<file path="src/rtl/dp_pkg.sv">
// rtl/dp_pkg.sv - shared constants and FSM state type for the data-memory access path
package dp_pkg;

    // Byte address to 64-bit word index shift
    localparam int WORD_SHIFT  = 3;

    // Defaults shared with the attached data memory
    localparam int DEF_ADDR_W  = 64;
    localparam int DEF_DATA_W  = 64;
    localparam int DEF_MEMSIZE = 64;
    localparam int DEF_CNT_W   = 16;

    typedef enum logic [1:0] {
        ST_IDLE   = 2'd0,
        ST_ACCESS = 2'd1,
        ST_RESP   = 2'd2
    } state_t;

endpackage

</file>
<file path="src/rtl/sat_counter.sv">
// rtl/sat_counter.sv - saturating event counter used for debug statistics
module sat_counter #(
    parameter int CNT_W = 16
) (
    input  logic             clk,
    input  logic             rst,
    input  logic             inc,
    output logic [CNT_W-1:0] cnt
);

    logic [CNT_W-1:0] cnt_q;
    logic [CNT_W-1:0] cnt_d;

    // Count up on inc, holding at all-ones instead of wrapping
    always_comb begin
        cnt_d = cnt_q;
        if (inc && (cnt_q != {CNT_W{1'b1}})) begin
            cnt_d = cnt_q + {{(CNT_W-1){1'b0}}, 1'b1};
        end
    end

    // Counter register with synchronous clear
    always_ff @(posedge clk) begin
        if (rst) begin
            cnt_q <= '0;
        end else begin
            cnt_q <= cnt_d;
        end
    end

    assign cnt = cnt_q;

endmodule

</file>
<file path="src/rtl/mem_access_unit.sv">
// rtl/mem_access_unit.sv - LDUR/STUR load/store controller in front of the data memory
module mem_access_unit
    import dp_pkg::*;
#(
    parameter int ADDR_W  = DEF_ADDR_W,
    parameter int DATA_W  = DEF_DATA_W,
    parameter int MEMSIZE = DEF_MEMSIZE,
    parameter int CNT_W   = DEF_CNT_W
) (
    input  logic              clk,
    input  logic              rst,
    input  logic              req_valid,
    output logic              req_ready,
    input  logic              req_write,
    input  logic [ADDR_W-1:0] req_addr,
    input  logic [DATA_W-1:0] req_wdata,
    output logic              resp_valid,
    input  logic              resp_ready,
    output logic [DATA_W-1:0] resp_rdata,
    output logic              resp_fault,
    output logic [ADDR_W-1:0] mem_addr,
    output logic [DATA_W-1:0] mem_wdata,
    output logic              mem_write,
    output logic              mem_read,
    input  logic [DATA_W-1:0] mem_rdata,
    output logic [CNT_W-1:0]  load_cnt,
    output logic [CNT_W-1:0]  store_cnt,
    output logic [CNT_W-1:0]  fault_cnt
);

    state_t            state_q, state_d;
    logic              wr_q, wr_d;
    logic [ADDR_W-1:0] addr_q, addr_d;
    logic [DATA_W-1:0] wdata_q, wdata_d;
    logic [DATA_W-1:0] rdata_q, rdata_d;
    logic              fault_q, fault_d;

    logic              addr_aligned;
    logic              addr_in_range;
    logic              req_legal;
    logic              in_access;
    logic              accept;

    // The range test uses the full-width index so huge addresses cannot alias into memory
    assign addr_aligned  = (req_addr[WORD_SHIFT-1:0] == '0);
    assign addr_in_range = ((req_addr >> WORD_SHIFT) < ADDR_W'(MEMSIZE));
    assign req_legal     = addr_aligned && addr_in_range;

    assign in_access = (state_q == ST_ACCESS);
    assign accept    = (state_q == ST_IDLE) && req_valid;

    // Next-state logic: latch the request, do one memory cycle, then hold the response
    always_comb begin
        state_d = state_q;
        wr_d    = wr_q;
        addr_d  = addr_q;
        wdata_d = wdata_q;
        rdata_d = rdata_q;
        fault_d = fault_q;
        case (state_q)
            ST_IDLE: begin
                if (req_valid) begin
                    wr_d    = req_write;
                    addr_d  = req_addr;
                    wdata_d = req_wdata;
                    rdata_d = '0;
                    if (req_legal) begin
                        fault_d = 1'b0;
                        state_d = ST_ACCESS;
                    end else begin
                        // Illegal requests skip the memory entirely
                        fault_d = 1'b1;
                        state_d = ST_RESP;
                    end
                end
            end
            ST_ACCESS: begin
                rdata_d = wr_q ? '0 : mem_rdata;
                state_d = ST_RESP;
            end
            ST_RESP: begin
                if (resp_ready) begin
                    rdata_d = '0;
                    fault_d = 1'b0;
                    state_d = ST_IDLE;
                end
            end
            default: begin
                state_d = ST_IDLE;
            end
        endcase
    end

    // State and request/response registers
    always_ff @(posedge clk) begin
        if (rst) begin
            state_q <= ST_IDLE;
            wr_q    <= 1'b0;
            addr_q  <= '0;
            wdata_q <= '0;
            rdata_q <= '0;
            fault_q <= 1'b0;
        end else begin
            state_q <= state_d;
            wr_q    <= wr_d;
            addr_q  <= addr_d;
            wdata_q <= wdata_d;
            rdata_q <= rdata_d;
            fault_q <= fault_d;
        end
    end

    assign req_ready  = (state_q == ST_IDLE);
    assign resp_valid = (state_q == ST_RESP);
    assign resp_rdata = rdata_q;
    assign resp_fault = fault_q;

    // Strobes live only in ACCESS and are mutually exclusive by construction
    assign mem_read  = in_access && !wr_q;
    assign mem_write = in_access &&  wr_q;
    assign mem_addr  = in_access ? (addr_q >> WORD_SHIFT) : '0;
    assign mem_wdata = mem_write ? wdata_q : '0;

    sat_counter #(.CNT_W(CNT_W)) u_load_cnt (
        .clk (clk),
        .rst (rst),
        .inc (mem_read),
        .cnt (load_cnt)
    );

    sat_counter #(.CNT_W(CNT_W)) u_store_cnt (
        .clk (clk),
        .rst (rst),
        .inc (mem_write),
        .cnt (store_cnt)
    );

    sat_counter #(.CNT_W(CNT_W)) u_fault_cnt (
        .clk (clk),
        .rst (rst),
        .inc (accept && !req_legal),
        .cnt (fault_cnt)
    );

endmodule

</file>
<file path="config.mk">
export PLATFORM = sky130hd
export DESIGN_NAME = mem_access_unit
export DESIGN_NICKNAME = d
export VERILOG_FILES = /design/src/rtl/dp_pkg.sv /design/src/rtl/sat_counter.sv /design/src/rtl/mem_access_unit.sv
export SDC_FILE = /design/constraint.sdc
export NUM_CORES = 1
export LEC_CHECK = 0
export ABC_AREA = 1
export BUFFER_PORTS_ARGS = -buffer_cell sky130_fd_sc_hd__buf_2
export CORE_AREA = 2 2 173 175
export CTS_BUF_LIST = sky130_fd_sc_hd__clkbuf_2
export DETAILED_ROUTE_END_ITERATION = 10
export DIE_AREA = 0 0 175 177
export PLACE_DENSITY_LB_ADDON = 0.15
export REMOVE_ABC_BUFFERS = 1
export SKIP_CTS_REPAIR_TIMING = 1
export SYNTH_ARGS = -nofsm -noshare
export SYNTH_HDL_FRONTEND = slang
export SYNTH_SLANG_ARGS = --single-unit
</file>
<file path="constraint.sdc">
create_clock -name clk -period 2.1 [get_ports clk]
set_clock_uncertainty 0.1 [all_clocks]
set_input_delay 0.315 -clock clk [delete_from_list [all_inputs] [get_ports clk]]
set_output_delay 0.315 -clock clk [all_outputs]
set_load 0.005 [all_outputs]
</file>
* Word level (Yosys, flattened, before mapping)
Cells that the tools add are included.
** Operators by class
- Add/sub/neg operators :: 3
- Order comparisons :: 1
- Equal/unequal tests :: 7
- Mux-type cells :: 14
- Reduce and logical (&&, ||, !) cells :: 18
** Operator list (count)
- 2-to-1 mux 64 bit :: 4
- one-hot mux 64 bit (3 select lines) :: 1
- less-than comparator 61 x 7 -> 1 bit, second input constant :: 1
- 2-to-1 mux 61 bit :: 1
- adder 16 x 1 -> 16 bit, second input constant :: 3
- inequality test 16 bit, second input constant :: 3
- logical AND 1 bit :: 8
- 2-to-1 mux 2 bit :: 3
- one-hot mux 2 bit (3 select lines) :: 1
- AND reduction 3 bit :: 2
- AND reduction 2 bit :: 2
- zero test 3 bit :: 1
- 2-to-1 mux 1 bit :: 3
- nonzero test 3 bit :: 1
- == test 2 x 1 -> 1 bit, second input constant :: 1
- == test 2 bit, second input constant :: 1
- zero test 1 bit :: 2
- zero test 2 bit :: 1
- inequality test 2 x 1 -> 1 bit, second input constant :: 1
- inequality test 2 bit, second input constant :: 1
- one-hot mux 1 bit (2 select lines) :: 1
- nonzero test 2 bit :: 1
** Word-level totals
- Bits in registers :: 244
- Input bits :: 197
- Output and inout port bits :: 245
- Word-level logic and storage cells :: 52

* Longest topological paths before layout
- Depth after elaboration :: 5
- Gate-level depth with buffers :: 11
- Mapped depth without buffers :: 11

* Hierarchy
A second synthesis with hierarchy kept.
** Second synthesis, totals
- Cell total of the unflattened synthesis :: 1497
- Area, all modules :: 11001.8 µm²
** By module, submodules not included
- mem_access_unit :: times used 1, cells an instance 1050, area each 8212.9 µm², sequential area each 3863.7 µm²
- sat_counter :: times used 3, cells an instance 149, area each 929.6 µm², sequential area each 320.3 µm²

* Least setup slack after synthesis
Ideal clock, no wire load.
- Path type :: reg-to-reg
- From :: reg u_store_cnt.cnt_q[0] (netlist: u_store_cnt.cnt[0])
- To :: reg u_store_cnt.cnt_q[0] (netlist: u_store_cnt.cnt[0])
- Library setup time :: 0.125 ns
- Arrival time :: 1.490 ns
- Data required time :: 1.875 ns
- Path slack :: 0.385 ns
- Cell stages (with the launch flop) :: 10
- Path buffers :: 1
- Clock period less this slack :: 1.715 ns
- Path through :: dfxtp_1 ha_1 nand2_1 nor2_1 nand4_1 nand2_2 inv_2 buf_4 o21ai_1 a21oi_1
** On the way
- Cells in the longest elaborated chain, start to end :: 2
- Elaborated cells on any way between the ends :: 3
- Those cells by class :: 1 x add/sub; 1 x eq/ne; 1 x reduce/logical
** RTL lines
- from (decl) :: line sat_counter.sv:11 : logic [CNT_W-1:0] cnt_q;
- from (signal assigned) :: line sat_counter.sv:27 : cnt_q <= cnt_d;
- branches (longest 2 deep; another with adder 16 x 1 -> 16 bit)
Parallel ways; which one is timed is not known.
A chain may end at the register's enable or synchronous reset.

* Worst setup path in the final report
- From :: reg state_q[0]
- To :: out mem_wdata[12]
** On the way
- Cells in the longest elaborated chain, start to end :: 3
** RTL lines
- from (decl) :: line mem_access_unit.sv:31 : state_t state_q, state_d;
- from (signal assigned) :: line mem_access_unit.sv:104 : state_q <= state_d;
- == test 2 x 1 -> 1 bit :: line mem_access_unit.sv:49 : assign in_access = (state_q == ST_ACCESS);
- logical AND 1 bit :: line mem_access_unit.sv:120 : assign mem_write = in_access && wr_q;
- 2-to-1 mux 64 bit :: line mem_access_unit.sv:122 : assign mem_wdata = mem_write ? wdata_q : '0;
- to (decl) :: line mem_access_unit.sv:22 : output logic [DATA_W-1:0] mem_wdata,
Every way passes these cells.

==> metrics <==
status=complete, but fails checks; violated checks=negative setup slack; clock tree from TritonCTS=done; number of DRC violations after detailed-routing iteration 0=536; count of flip-flops with a built-in enable after synthesis=0; Total Die Area=31000 sq um; layout overhead on the synthesized area=52.7%; Clock power frac=0.371; post-route minimum period=2.47 ns; unrepaired setup endpoints after global routing=true; net load switching power=2.62 mW; clk sink count=241; fraction of registers with async set/reset=0; chain of cells forming the critical path=inv_1 > nor2_2 > inv_2 > nor2_4 > clkinv_8 > buf_6 > nor2_1 > buf_2; number of antenna violations at the first check in global routing=2; kind of end point of the critical path=primary output; width of the chip=175 um; count of buffers from port buffering=438; nets@finish=2320; number of buffers added by the clock tree synthesis step=67; # fillers=2905; arrival time reported for the critical path endpoint=2.06 ns; number of distinct standard cells referenced by the synthesized netlist=36; fraction of the yosys area taken by sequential cells=0.467; kind of path behind the tightest hold check=in -> reg; detailed-route via count=11900; required time worst endpoint=1.68 ns; final weighted congestion in routability-driven placement=0.861; Total Wirelength=36.0 mm; # DRC=0; highest attainable clock frequency=405 MHz; utilization after layout=0.539; delay of the slowest critical-path stage=0.35 ns; final worst setup slack=-0.371 ns; CP Max Fanout=12; portion of total power attributed to combinational logic=0.119; initial cell density of the core=0.353; worst setup slack after placement=0.127 ns; Final setup viols=129; count of antenna-violating nets left after detailed routing=0; gate count of the mapped netlist=1456; wire length of the first global-routing pass=50.7 mm; instance count along the most critical hold path=10; LEAKAGE=7.21 nW; net switching share of the total power=0.277; H-tree depth=3; final hold violation count=0; number of placed I/O pins=442; floorplan core area=29200 sq um; average via count per standard cell=4.63; synthesized area=10300 sq um; Yosys Warn Count=0; total power=9.47 mW; WL/cell=14.0 um; DP HPWL=23.5 mm; worst setup slack for register-to-register paths=0 ns; most used flip-flop cell after synthesis=dfxtp_1; Register-to-Register Path Depth=8; proportion of power drawn by flip-flops and latches=0.509; critical path type=reg -> out; register clock-pin slew on the reported worst setup and hold paths=0.09 ns; average cell area after synthesis=7.09 sq um; period utilization=1.18; number of buffers on the longest clock path=3; largest net degree at the start of global routing=196; total of max-cap violations=0; number of pins exceeding their max-slew limit in the final report=0; area taken by multi-input logic gates=4530 sq um; total global routing overflow=0; Worst Setup Start Kind=register; Cell Int Power=6.84 mW; Worst Max-Slew Pin Slew=0.777 ns; standard-cell rows=63; slowest library cell on the worst path=dfxtp_2; layout cells sized above 1=0.299; cell area power density=600 nW/um^2; Chip Height=177 um; register bit total from synthesis=241; Max-Slew Margin vs Limit=0.482; number of global-route vias before repair=9734; Pre-antenna DRT Iters=5; aggregate global-route resource usage=0.202; Peak VDD IR=0.000365 V; root buffer cell=clkbuf_2; Seq. cell area=4830 sq um; source-to-sink clock delay at the later pin of the worst-skew pair=0.79 ns
## cells in the final DEF (no fill, tap or decap), types with 9 or more instances in the layout
cell / n
a21oi_1: 218
a21oi_2: 9
buf_2: 436
buf_4: 34
clkbuf_2: 101
dfxtp_1: 240
dlygate4sd3_1: 201
inv_1: 163
nand2_1: 260
nand3_1: 23
nand4_1: 24
nor2_1: 189
nor2_2: 22
nor3_1: 15
o21ai_0: 142
xor2_1: 11
## Yosys cell counts, drive strengths merged (2+ instances only)
master / n / area share
a21oi: 228 / 0.11
and3: 3 / 0.0018
buf: 42 / 0.023
clkbuf: 48 / 0.017
dfxtp: 241 / 0.47
ha: 3 / 0.0036
inv: 168 / 0.061
nand2: 271 / 0.10
nand3: 24 / 0.013
nand3b: 3 / 0.0022
nand4: 24 / 0.015
nor2: 215 / 0.081
nor3: 16 / 0.0088
nor3b: 2 / 0.0015
o21ai: 143 / 0.069
o21bai: 2 / 0.0015
xnor2: 7 / 0.0059
xor2: 11 / 0.0093
## cell families (layout without fill, tap and decap cells)
group	count (synthesis)	count (layout)	share of synthesized area
other	1	6	0.000363
buffers and inverters	259	968	0.102
DFF	241	241	0.467
AOI/OAI and AO/OA	373	373	0.185
adders and majority gates	3	3	0.00363
and+or+nand+nor	561	561	0.226
xor gates and xnor gates	18	18	0.0153
## stage by stage
step / hold WS [ns] / instance area, sq um / TNS [ns] / instances
3_5_place_dp: 0.344 / 13000 / 0 / 2234
3_3_place_gp: 0.340 / 13000 / 0 / 2234
2_1_floorplan: 0.277 / 9910 / -434.84 / 1368
6_report: 0.203 / 15800 / -30.13 / 2560
4_1_cts: -0.460 / 13600 / -71.44 / 2350
5_1_grt: 0.121 / 15800 / -62.81 / 2560
## worst max-delay path: cells and delay by family (launching register included)
family | cells | cell delay [ns]
AND/OR/NAND/NOR | 3 | 0.44
buffers and inverters | 5 | 0.56
flip-flops | 1 | 0.35
## registers in the layout, summed over array words and instances (netlist names)
| name | cells |
|---|---|
| resp_rdata | 64 |
| wdata_q | 64 |
| addr_q | 61 |
| u_fault_cnt.cnt | 16 |
| u_load_cnt.cnt | 16 |
| u_store_cnt.cnt | 16 |
| state_q | 2 |
| resp_fault | 1 |
| wr_q | 1 |
## power by group through the flow
stage,sequential (mW),clock (mW),combinational (mW)
after floorplan,4.92,0,0.425
after global placement,4.92,0,0.818
after detailed placement,4.93,0,0.822
after CTS,4.82,3.69,0.826
after global routing,4.84,3.94,1.26
final,4.82,3.51,1.13
## final timing paths
check                            startpoint             endpoint
worst max-delay path             state_q[0]        mem_wdata[12]
worst min-delay path            req_addr[0]  u_fault_cnt.cnt[12]
worst max register to register   state_q[0]       resp_rdata[33]
worst min register to register   addr_q[57]           addr_q[57]
## per-layer routing
layer  wire length [um]  vias up  global-route usage
met5                  0        -                   0
met1              15400     5387               0.259
li1                   -     5999                   -
met4                857        0              0.0771
met2              17600      394               0.325
met3               2120       72              0.0546
## cell type report
cell class / count / share of cell area
inverters: 169 / 0.0411
clock inverters: 15 / 0.00794
repair buffers: 682 / 0.294
flip-flops and latches: 241 / 0.306
clock buffers: 101 / 0.0321
repair inverters: 1 / 0.000556
diodes: 3 / 0.000476
well taps: 390 / 0.0309
multi-input cells: 958 / 0.287
(Power assumes the default switching activity.)
